===== src/rtl/obc_dft_pkg.sv =====
// Shared widths and signed word types for the OBC DFT datapath (ROM, shift-accumulator, bin assembly).
// Latency: n/a (package only).
// Backpressure: n/a.
package obc_dft_pkg;

  localparam int DATA_W  = 16;               // input sample width = slices per frame
  localparam int ROM_W   = 32;               // ROM word width, signed Q11.21
  localparam int FRAC_W  = 21;               // fractional bits of ROM words and results
  localparam int NUM_ROM = 8;                // ROM partial words per slice
  localparam int SUM_W   = ROM_W + 3;        // exact width of an 8-word sum
  localparam int ACC_W   = ROM_W + 3 + DATA_W;
  localparam int CNT_W   = $clog2(DATA_W);

  typedef logic signed [ROM_W-1:0] rom_word_t;
  typedef logic signed [SUM_W-1:0] sum_t;
  typedef logic signed [ACC_W-1:0] acc_t;

  function automatic sum_t sext_rom(input rom_word_t w);
    return {{(SUM_W-ROM_W){w[ROM_W-1]}}, w};
  endfunction

  function automatic acc_t sext_sum(input sum_t s);
    return {{(ACC_W-SUM_W){s[SUM_W-1]}}, s};
  endfunction

  function automatic acc_t sext_off(input rom_word_t w);
    return {{(ACC_W-ROM_W){w[ROM_W-1]}}, w};
  endfunction

endpackage


===== src/rtl/obc_adder_tree8.sv =====
// Sums eight signed ROM partial words and registers the exact ROM_W+3 result with valid/first/last sideband.
// Latency: 1 cycle from vld_i to vld_o.
// Backpressure: none; every valid input produces a registered output the next cycle.
// Ports: clk, rst (async, active-high); vld_i/first_i/last_i sideband in; rom_i[8] words;
//        sum_o registered sum; vld_o/first_o/last_o registered sideband.
module obc_adder_tree8
  import obc_dft_pkg::*;
(
  input  logic      clk,
  input  logic      rst,
  input  logic      vld_i,
  input  logic      first_i,
  input  logic      last_i,
  input  rom_word_t rom_i [NUM_ROM],
  output sum_t      sum_o,
  output logic      vld_o,
  output logic      first_o,
  output logic      last_o
);

  sum_t l1 [4];
  sum_t l2 [2];
  sum_t sum_d;
  sum_t sum_q;
  logic vld_q;
  logic first_q;
  logic last_q;

  // Balanced tree; every operand is widened first so no level can overflow.
  always_comb begin
    for (int i = 0; i < 4; i++) begin
      l1[i] = sext_rom(rom_i[2*i]) + sext_rom(rom_i[2*i+1]);
    end
    for (int i = 0; i < 2; i++) begin
      l2[i] = l1[2*i] + l1[2*i+1];
    end
    sum_d = l2[0] + l2[1];
  end

  always_ff @(posedge clk or posedge rst) begin
    if (rst) begin
      sum_q   <= '0;
      vld_q   <= 1'b0;
      first_q <= 1'b0;
      last_q  <= 1'b0;
    end else begin
      vld_q <= vld_i;
      if (vld_i) begin
        sum_q   <= sum_d;
        first_q <= first_i;
        last_q  <= last_i;
      end
    end
  end

  assign sum_o   = sum_q;
  assign vld_o   = vld_q;
  assign first_o = first_q;
  assign last_o  = last_q;

endmodule


===== src/rtl/obc_shift_accumulator.sv =====
// Shift-accumulates DATA_W bit-slice sums (sign slice first), adds the bin offset, emits one result per frame.
// Latency: out_valid in the 2nd cycle after the last slice's in_valid cycle.
// Backpressure: none; a slice is accepted every cycle in_valid is high (clr overrides in_valid).
// Ports: clk, rst (async, active-high), clr (sync abort), in_valid, rom0..rom7, offset;
//        out_valid (1-cycle pulse), out_data (ACC_W signed, held), busy (frame in flight).
module obc_shift_accumulator
  import obc_dft_pkg::*;
(
  input  logic      clk,
  input  logic      rst,
  input  logic      clr,
  input  logic      in_valid,
  input  rom_word_t rom0,
  input  rom_word_t rom1,
  input  rom_word_t rom2,
  input  rom_word_t rom3,
  input  rom_word_t rom4,
  input  rom_word_t rom5,
  input  rom_word_t rom6,
  input  rom_word_t rom7,
  input  rom_word_t offset,
  output logic      out_valid,
  output acc_t      out_data,
  output logic      busy
);

  rom_word_t        rom_a [NUM_ROM];
  logic             accept;
  logic             first_slice;
  logic             last_slice;
  logic [CNT_W-1:0] cnt_d, cnt_q;
  rom_word_t        off_q;
  rom_word_t        off_s1_q;
  sum_t             s1_sum;
  logic             s1_vld, s1_first, s1_last;
  logic             s1_go;
  acc_t             acc_d, acc_q;
  acc_t             out_data_q;
  logic             out_valid_q;
  logic             busy_d, busy_q;

  assign rom_a       = '{rom0, rom1, rom2, rom3, rom4, rom5, rom6, rom7};
  assign accept      = in_valid & ~clr;
  assign first_slice = (cnt_q == '0);
  assign last_slice  = (cnt_q == CNT_W'(DATA_W-1));

  always_comb begin
    cnt_d = cnt_q;
    if (clr)         cnt_d = '0;
    else if (accept) cnt_d = last_slice ? '0 : cnt_q + 1'b1;
  end

  obc_adder_tree8 u_tree (
    .clk     (clk),
    .rst     (rst),
    .vld_i   (accept),
    .first_i (first_slice),
    .last_i  (last_slice),
    .rom_i   (rom_a),
    .sum_o   (s1_sum),
    .vld_o   (s1_vld),
    .first_o (s1_first),
    .last_o  (s1_last)
  );

  // clr must also kill a slice already in stage 1, otherwise a partial frame could emit.
  assign s1_go = s1_vld & ~clr;

  // Sign slice carries negative weight; later slices are one bit less significant each.
  always_comb begin
    acc_d = s1_first ? -sext_sum(s1_sum) : (acc_q <<< 1) + sext_sum(s1_sum);
  end

  always_comb begin
    busy_d = busy_q;
    if (s1_go && s1_last)       busy_d = 1'b0;
    if (accept && first_slice)  busy_d = 1'b1;
    if (clr)                    busy_d = 1'b0;
  end

  always_ff @(posedge clk or posedge rst) begin
    if (rst) begin
      cnt_q       <= '0;
      off_q       <= '0;
      off_s1_q    <= '0;
      acc_q       <= '0;
      out_data_q  <= '0;
      out_valid_q <= 1'b0;
      busy_q      <= 1'b0;
    end else begin
      cnt_q  <= cnt_d;
      busy_q <= busy_d;
      if (accept && first_slice) off_q <= offset;
      // off_s1 travels with stage 1 so a back-to-back sign slice can overwrite off_q
      // while the previous frame's last slice still needs its own offset.
      if (accept) off_s1_q <= first_slice ? offset : off_q;
      if (s1_go) acc_q <= acc_d;
      if (s1_go && s1_last) out_data_q <= acc_d + sext_off(off_s1_q);
      out_valid_q <= s1_go & s1_last;
    end
  end

  assign out_valid = out_valid_q;
  assign out_data  = out_data_q;
  assign busy      = busy_q;

endmodule


===== config.mk =====
export PLATFORM = sky130hd
export DESIGN_NAME = obc_shift_accumulator
export DESIGN_NICKNAME = d
export VERILOG_FILES = /design/src/rtl/obc_dft_pkg.sv /design/src/rtl/obc_adder_tree8.sv /design/src/rtl/obc_shift_accumulator.sv
export SDC_FILE = /design/constraint.sdc
export NUM_CORES = 1
export LEC_CHECK = 0
export CORE_MARGIN = 2
export CORE_UTILIZATION = 50
export DETAILED_ROUTE_END_ITERATION = 6
export GPL_TIMING_DRIVEN = 0
export PLACE_DENSITY = 0.81
export SLEW_MARGIN = 20
export SYNTH_ARGS = -nofsm -noshare
export SYNTH_HDL_FRONTEND = slang
export SYNTH_SLANG_ARGS = --single-unit

===== constraint.sdc =====
create_clock -name clk -period 7.9 [get_ports clk]
set_input_delay 1.58 -clock clk [delete_from_list [all_inputs] [get_ports clk]]
set_output_delay 1.58 -clock clk [all_outputs]
set_load 0.05 [all_outputs]

---- Word level (Yosys, flattened, before mapping) ----
Index checks and enable logic that the tools add are counted.
storage, ports and cells
  register bits ........................... 209
  bits in latches ......................... 0
  memory bits (writable) .................. 0
  memory bits (read-only) ................. 0
  bits of input ports ..................... 292
  output and inout port bits .............. 53
  logic and storage cells ................. 40
  memories ................................ 0
operators by class
  add/subtract/negate cells ............... 11
  $mul .................................... 0
  div/mod/pow operators ................... 0
  $lt $le $gt $ge ......................... 0
  equal/unequal tests ..................... 1
  shifts and indexed selects .............. 0
  muxes and demuxes ....................... 8
  bitwise logic cells ..................... 4
  reduce and logical (&&, ||, !) cells .... 5
operators by type and width
  kind                                                            count
  32-bit by 32-bit adder with 33-bit output                       4
  35-bit adder                                                    3
  51-bit by 32-bit adder with 51-bit output                       1
  51-bit by 35-bit adder with 51-bit output                       1
  51-bit two-way mux                                              1
  35-bit negator with 51-bit output                               1
  32-bit two-way mux                                              1
  4-bit two-way mux                                               3
  4-bit by 1-bit adder with 4-bit output (second input constant)  1
  4-bit equality test (second input constant)                     1
  4-bit logical NOT                                               1
  1-bit AND                                                       3
  1-bit two-way mux                                               3
  3-bit nonzero test                                              1
  1-bit logical AND                                               2
  2-bit nonzero test                                              1
  1-bit NOT                                                       1

---- Logic depth before layout (Yosys ltp) ----
Gate-level depths: netlist of run 1.
  depth after elaboration ................. 6
  mapped depth ............................ 30

---- By module ----
From an unflattened synthesis of run 1, not the netlist that was laid out.
unflattened totals
  cell total of the unflattened synthesis .. 2,478
  area total of the unflattened synthesis .. 21,842.2 µm²
modules (own cells, without submodules)
  module                 instances  cells each  area each (µm²)
  obc_shift_accumulator  1          1,484       12,993.7
  obc_adder_tree8        1          994         8,848.5

---- Worst setup path before layout of run 1 ----
Ideal clock, no wire load.
  kind .................................... input-to-reg
  start point ............................. input rom4[0]
  end point ............................... register u_tree.sum_q[34] (netlist: u_tree.sum_o[34])
  setup time .............................. 0.133 ns
  data arrival time ....................... 6.727 ns
  slack ................................... 1.039 ns
  stages .................................. 29
  path through ............................ ha_1 -> inv_1 -> fa_1 -> nor2b_1 -> o31a_1 -> o2111ai_1 -> a21oi_1 -> a22o_1 -> o311ai_0 -> o21ai_0 -> a21o_1 -> a21o_1 -> a21oi_1 -> xnor2_1 -> fa_1 -> inv_1 -> fa_1 -> inv_1 -> ha_1 -> inv_1 -> o21ai_0 -> a21o_1 -> a21oi_1 -> nor2b_1 -> o21ai_0 -> nand2b_1 -> a221oi_1 -> xnor2_1 -> o21ai_0
between the ends
  cells in the longest elaborated chain, start to end .. 3
ends and longest elaborated chain
  item                                       line                         text
  from (decl)                                obc_shift_accumulator.sv:17  input rom_word_t rom4,
  32-bit by 32-bit adder with 33-bit output  obc_adder_tree8.sv:32        l1[i] = sext_rom(rom_i[2*i]) + sext_rom(rom_i[2*i+1]);
  35-bit adder                               obc_adder_tree8.sv:35        l2[i] = l1[2*i] + l1[2*i+1];
  35-bit adder                               obc_adder_tree8.sv:37        sum_d = l2[0] + l2[1];
  to (signal assigned)                       obc_adder_tree8.sv:49        sum_q <= sum_d;
  to (decl)                                  obc_adder_tree8.sv:24        sum_t sum_q;
No other way between the ends.
A chain may end at the register's enable or synchronous reset.

---- Worst setup path after layout of run 1 ----
  start point ............................. input rom4[6]
  end point ............................... register u_tree.sum_q[28] (netlist: u_tree.sum_o[28])
Same word-level chain as after synthesis.

==> results of run 1 <==
[through the flow]
stage | hold slack (ns) | util, % | area (µm²) | setup slack [ns] | setup TNS (ns)
2_1_floorplan | 0.450 | - | 23200 | 0.611 | 0
3_3_place_gp | 0.463 | 60.2 | 27400 | -1.73 | -359.67
3_5_place_dp | 0.470 | 60.2 | 27500 | -0.550 | -3.01
4_1_cts | 0.484 | 61.9 | 28200 | 0.0742 | 0
5_1_grt | 0.510 | 62.0 | 28300 | 0.00455 | 0
6_report | 0.476 | 62.0 | 28300 | 0.405 | 0
[state kept, by name, summed over array words and instances, names as in the netlist]
register        flops
cnt_q               4
acc_q              50
u_tree.last_o       1
u_tree.first_o      1
off_s1_q           32
off_q              32
busy                1
u_tree.sum_o       35
u_tree.vld_o        1
out_data           51
out_valid           1
[worst max path at each step]
stage | startpoint | to | cells past startpoint
2_1_floorplan | rst | acc_q[0]$_DFFE_PP0P_ | 1
3_3_place_gp | rst | acc_q[46]$_DFFE_PP0P_ | 2
3_5_place_dp | rom6[0] | u_tree.sum_o[34]$_DFFE_PP0P_ | 28
4_1_cts | rom4[0] | u_tree.sum_o[34]$_DFFE_PP0P_ | 30
5_1_grt | rom2[0] | u_tree.sum_o[34]$_DFFE_PP0P_ | 29
6_report | rom4[6] | u_tree.sum_o[28]$_DFFE_PP0P_ | 25
[cell families (layout without fill, tap and decap cells)]
group                      Yosys count  count (layout)  synth area share [%]
AOI/OAI and AO/OA                  833             833                  22.4
xor gates and xnor gates           257             257                  9.69
adders and majority gates          337             337                  20.5
buffers and inverters              252             636                  4.14
DFF                                209             209                  22.5
muxes                              102             102                  4.82
and+or+nand+nor                    780             780                  16.0
[area by class of cell]
cell class / instances / area share (%)
sequential: 209 / 18.5
clock buffer: 27 / 2.04
multi-input combinational: 2309 / 60.5
buffer: 70 / 0.987
timing repair buffer: 346 / 12.3
tap: 600 / 2.65
clock inverter: 11 / 0.553
inverter: 182 / 2.44
[critical path, delay by kind of cell]
family | cells | cell delay [ns]
XOR/XNOR | 2 | 0.37
AO/OA/AOI/OAI | 10 | 2.48
AND/OR/NAND/NOR | 3 | 0.78
buffers and inverters | 6 | 0.97
adder cells (fa/ha/maj) | 4 | 1.70
[cell usage after synthesis (34+ instances only)]
cell type,count
nand2_1,298
ha_1,264
o21ai_0,240
a21oi_1,225
dfrtp_1,209
inv_1,181
nor2_1,175
xnor2_1,151
a21o_1,117
xor2_1,106
fa_1,73
clkbuf_1,60
mux2_2,59
nand3_1,50
nor3_1,41
nand2b_1,39
mux2i_1,38
nor2b_1,34
o21a_1,34
[report_power, final]
group          leakage, nW  internal [mW]  total, mW  switching, mW
logic                 10.0           3.97       9.37           5.41
registers             2.61           1.40       1.76          0.353
clock network        0.362          0.623       1.08          0.453
[per-layer routing]
metal  share of wire [%]  up-vias  track usage, %
met5                   0        -               0
met4                 2.5        0            7.43
met3                 5.4      110            2.19
met2                  48      788            52.3
met1                  44    10300            38.2
li1                    -    10600               -
[timing repair]
| item | CTS | global route |
|---|---|---|
| gates resized for setup | 2 | 15 |
| endpoints found under the setup margin | 1 | 8 |
| setup buffers | 0 | 1 |
==> metrics.md, run 1 <==
| Metric | Value |
|---|---|
| Post-synth EDFFs | `0` |
| ANT cells | `0` |
| Setup repair after global routing missed its margin | `no` |
| Sequential share of the synthesized area | `22.5%` |
| WL per Instance | `19.0 µm` |
| Headroom to the max-slew limit | `39.5%` |
| Via count | `21800` |
| Placer Congestion | `0.934` |
| Clock Tree Buf Depth | `3` |
| Netlist Area Pre-Place | `23200 µm²` |
| First-pass GRT wire length | `113 mm` |
| Synthesized Nets | `3399` |
| Overflow after GRT | `0` |
| Reg2Reg Setup Slack | `1.59 ns` |
| Arr. time, crit path | `7.88 ns` |
| Num CTS Buffers | `21` |
| Hold path depth | `2` |
| Overall die width | `220 µm` |
| R2R Path Start | `u_tree.sum_o[2]$_DFFE_PP0P_` |
| Commonest non-fill, non-tap cell in the layout | `clkdlybuf4s50_1` |
| Final std cells w/o fill | `3754` |
| Final hold violations | `0` |
| Worst-margin pin slew | `0.908 ns` |
| Post-Syn Instances | `2770` |
| Vias in the first global route | `21800` |
| Worst R2R Path Depth | `23` |
| DRT Wirelength | `71.4 mm` |
| Die footprint | `48200 µm²` |
| Syn-to-layout area delta | `21.7%` |
| Crit path largest cell delay | `0.55 ns` |
| Top cell type's share of synthesized area | `22.5%` |
| Io pins | `345` |
| Initial antenna violation count | `0` |
| Layout net count | `3768` |
| Chip height | `220 µm` |
| Root Driver | `clkbuf_16` |
| PortBufs | `344` |
| Fraction of final layout cells sized beyond drive strength 1 | `4.82%` |
| Crit Path Max Fanout | `8` |
| Worst Hold Path EP | `out_data[29]$_DFFE_PP0P_` |
| FF+latch area | `5230 µm²` |
| Final Critical Period | `7.50 ns` |
| Min-delay src | `out_data[29]$_DFFE_PP0P_` |
| Netlist cell types | `86` |
| FMAX | `0.133 GHz` |
| CTS tree | `yes` |
| H-tree depth | `1` |
| Ranking of synthesized cells by area | `dfrtp_1 (23%), ha_1 (14%), fa_1 (6.3%)` |
| Post-route DRC | `0` |
| Final setup vio count | `0` |
| Insertion delay to the later sink of the worst-skew pair | `0.54 ns` |
| PwrDens | `432 nW/µm²` |
| Dpl cells | `3715` |
| 1st-iter DRT viols | `1409` |
| Via density | `5.81` |
| WP data required | `8.29 ns` |
| CORE AREA | `45600 µm²` |
| Drt pass-1 iters | `6` |
| Row count | `78` |
| Critical path class | `primary input to flop` |
| Async SR Flop Fraction | `100%` |
| GR Util All Layers | `29.3%` |
| Post-CTS Hold Buffers | `0` |
| Leakage | `13.0 nW` |
| Clk_skew | `0.0260 ns` |
| #FFs+latches synth | `209` |
| Final Total Pwr | `12.2 mW` |
| HPWL after DPL | `60.1 mm` |
| Final worst-path cycle share | `94.9%` |
| Area of the multi-input gates | `17100 µm²` |
| Crit start category | `primary input` |
| CP endpoint kind | `flop` |
| Largest net degree at the start of global routing | `108` |
| Top_reg_cell synth | `dfrtp_1` |
| VDD IR-drop max | `0.241 mV` |
| YS warnings | `0` |
| R2r endpoint | `out_data[44]$_DFFE_PP0P_` |
| Routed Antenna Nets | `0` |
| # fillers | `3915` |
| Initial core utilization | `51.0%` |
| Syn avg cell area | `8.39 µm²` |
| Max-cap violation count | `0` |
| Clock transition at the registers of the reported paths | `0.06 ns` |
| Status | `completed` |
| Area leader, netlist | `dfrtp_1` |
| CP max stage cell | `fa_1` |
| Total clock sinks | `209` |
| Most frequent cells in the layout | `clkdlybuf4s50_1 (344), nand2_1 (298), ha_1 (264)` |
| Class of the worst hold path | `flop to flop` |
| Max-slew violation count | `0` |
Power figures use the tool's default switching activity.
==> inputs of run 2 (changes only) <==
CTS_CLUSTER_DIAMETER = 30   (was not set)
==> metrics.md, run 2 (synthesized netlist as in run 1, its figures left out) <==
| Metric | Value |
|---|---|
| Final worst setup slack | `0.387 ns (-0.0178 ns)` |
| Num CTS Buffers | `34 (+62%)` |
| Row count | `78 (unchanged)` |
| WP data required | `8.29 ns (about the same)` |
| Setup repair after global routing missed its margin | `no` |
| Die footprint | `48200 µm² (unchanged)` |
| PwrDens | `443 nW/µm² (+2.7%)` |
| Headroom to the max-slew limit | `38.1% (-1.4 points)` |
| Largest delay share family, worst path | `compound AO/OA/AOI/OAI gates` |
| Overflow after GRT | `0 (unchanged)` |
| Largest net degree at the start of global routing | `108 (unchanged)` |
| Routed Antenna Nets | `0 (unchanged)` |
| First-pass GRT wire length | `114 mm (+0.91%)` |
| Vias in the first global route | `22000 (+0.91%)` |
| Fraction of final layout cells sized beyond drive strength 1 | `5.51% (+0.69 points)` |
| DRT Wirelength | `72.1 mm (+1.0%)` |
| Final setup vio count | `0 (unchanged)` |
| Pre-CTS WS | `-0.550 ns (unchanged)` |
| Critical path class | `primary input to flop` |
| Clk_skew | `0.0218 ns (-0.00419 ns)` |
| FMAX | `0.133 GHz (-0.24%)` |
| Arr. time, crit path | `7.91 ns (+0.03 ns)` |
| WL per Instance | `19.1 µm (+0.48%)` |
| Layout net count | `3781 (+0.35%)` |
| Syn-to-layout area delta | `23.8%` |
| PortBufs | `344 (unchanged)` |
| CP endpoint kind | `flop` |
| Post-route DRC | `0 (unchanged)` |
| WP buf/inv | `6 (unchanged)` |
| Clock Tree Buf Depth | `3 (unchanged)` |
| Highest routed layer | `met4` |
| Final hold violations | `0 (unchanged)` |
| Crit start category | `primary input` |
| Total clock sinks | `209 (unchanged)` |
| Most frequent cells in the layout | `clkdlybuf4s50_1 (344), nand2_1 (298), ha_1 (264)` |
| Placement Cell Area | `27500 µm² (unchanged)` |
| Io pins | `345 (unchanged)` |
| Commonest non-fill, non-tap cell in the layout | `clkdlybuf4s50_1` |
| Via count | `22000 (+0.76%)` |
| CTS tree | `yes` |
| Max-slew violation count | `0 (unchanged)` |
| Crit path largest cell delay | `0.55 ns (about the same)` |
| Max-cap violation count | `0 (unchanged)` |
| Final Util | `63.1% (+1.1 points)` |
| Met3 WL post-DR | `3.63 mm (-5.6%)` |
| Class of the worst hold path | `flop to flop` |
| Crit Path Max Fanout | `8 (unchanged)` |
| HPWL after DPL | `60.1 mm (unchanged)` |
| Met1 WL | `31.7 mm (+1.5%)` |
| Initial antenna violation count | `0 (unchanged)` |
| Clock transition at the registers of the reported paths | `0.05 ns (about the same)` |
| Status | `completed` |
| GR Util All Layers | `29.7% (+0.38 points)` |
| Initial core utilization | `51.0% (unchanged)` |
| CP max stage cell | `fa_1` |
| H-tree depth | `2 (+1)` |
| VDD IR-drop max | `0.238 mV (-1.2%)` |
| Metal2 WL | `34.8 mm (+0.78%)` |
| Final Total Pwr | `12.7 mW (+4.4%)` |
| Post-CTS Hold Buffers | `0 (unchanged)` |
| 1st-iter DRT viols | `1485 (+5.4%)` |
| Insertion delay to the later sink of the worst-skew pair | `0.53 ns (about the same)` |
| Worst-margin pin slew | `0.929 ns (+0.0211 ns)` |
| Placer Congestion | `0.934 (unchanged)` |
| CORE AREA | `45600 µm² (unchanged)` |
| Chip height | `220 µm (unchanged)` |
| Root Driver | `clkbuf_16` |
| Final Critical Period | `7.51 ns (+0.0178 ns)` |
| Max reg flops | `51 (unchanged)` |
| Overall die width | `220 µm (unchanged)` |
| Drt pass-1 iters | `6 (unchanged)` |
| WHS | `0.477 ns (+0.00104 ns)` |
| Final worst-path cycle share | `95.1% (+0.23 points)` |
| Final Cell Area | `28800 µm² (+1.7%)` |
| Via density | `5.82 (+0.20%)` |
| ANT cells | `0 (unchanged)` |
| Leakage | `13.2 nW (+1.7%)` |
## run 2: cell types whose count changed in the layout (fill, tap and decap cells not counted), sizes merged
| cell | delta |
|---|---|
| clkbuf | +11 |
| clkinvlp | +4 |
| inv | +8 |
| bufinv | +1 |
| clkinv | -3 |
## run 2: report_power, final
group	internal, mW	switching [mW]
registers	1.40	0.355
logic	3.97	5.43
clock network	1.00	0.584
## run 2: final cells by class
type / count / area (µm²)
plain buffers: 70 / 279
clock buffers: 38 / 930
clock inverters: 21 / 289
fillers: 3863 / 16800
inverters: 182 / 691
multi-input cells: 2309 / 17100
flip-flops and latches: 209 / 5230
well taps: 600 / 751
repair buffers: 346 / 3480
## run 2: worst reg2reg max path: stages (launching register included)
cell and delay, ns:
dfrtp_1 0.47, ha_1 0.36, a211oi_1 0.38, nor4_1 0.14, nor3_1 0.48, a21oi_1 0.25
a21oi_1 0.40, o21ai_0 0.22, a21o_1 0.22, a21oi_1 0.16, xnor2_1 0.09, mux2_2 0.30
ha_1 0.27, clkbuf_1 0.22, nand4_1 0.18, nor2_1 0.08, o41ai_1 0.64, nand4b_1 0.25
a32oi_1 0.35, o21ai_0 0.17, o21ai_0 0.16, xnor2_1 0.18, xor2_1 0.15, o21ai_0 0.11
## run 2: per-stage QoR
step | setup TNS [ns] | cells
2_1_floorplan | 0 | 2770
3_3_place_gp | -359.67 | 3714
3_5_place_dp | -3.01 | 3715
4_1_cts | 0 | 3774
5_1_grt | 0 | 3775
6_report | 0 | 3775
## run 2: routing by layer
layer | vias up | GRT usage, %
li1 | 10700 | -
met1 | 10400 | 38.2
met2 | 798 | 52.8
met3 | 122 | 2.77
met4 | 0 | 8.36
met5 | - | 0
## run 2: final timing paths
kind	startpoint	end	slack, ns	cells past startpoint
setup / recovery	rom4[6]	u_tree.sum_o[28]$_DFFE_PP0P_	0.39	25
hold / removal	out_data[29]$_DFFE_PP0P_	out_data[29]$_DFFE_PP0P_	0.48	2
setup reg to reg	u_tree.sum_o[2]$_DFFE_PP0P_	out_data[50]$_DFFE_PP0P_	1.55	23
hold reg to reg	out_data[29]$_DFFE_PP0P_	out_data[29]$_DFFE_PP0P_	0.48	2
max in group asynchronous	rst	acc_q[46]$_DFFE_PP0P_	5.37	3
min in group asynchronous	rst	off_q[5]$_DFFE_PP0P_	1.57	2
## run 2: what timing repair did
| item | in CTS | in global routing |
|---|---|---|
| buffers inserted | 0 | 1 |
| endpoints found under the setup margin | 0 | 8 |
| gates resized for setup | 0 | 17 |
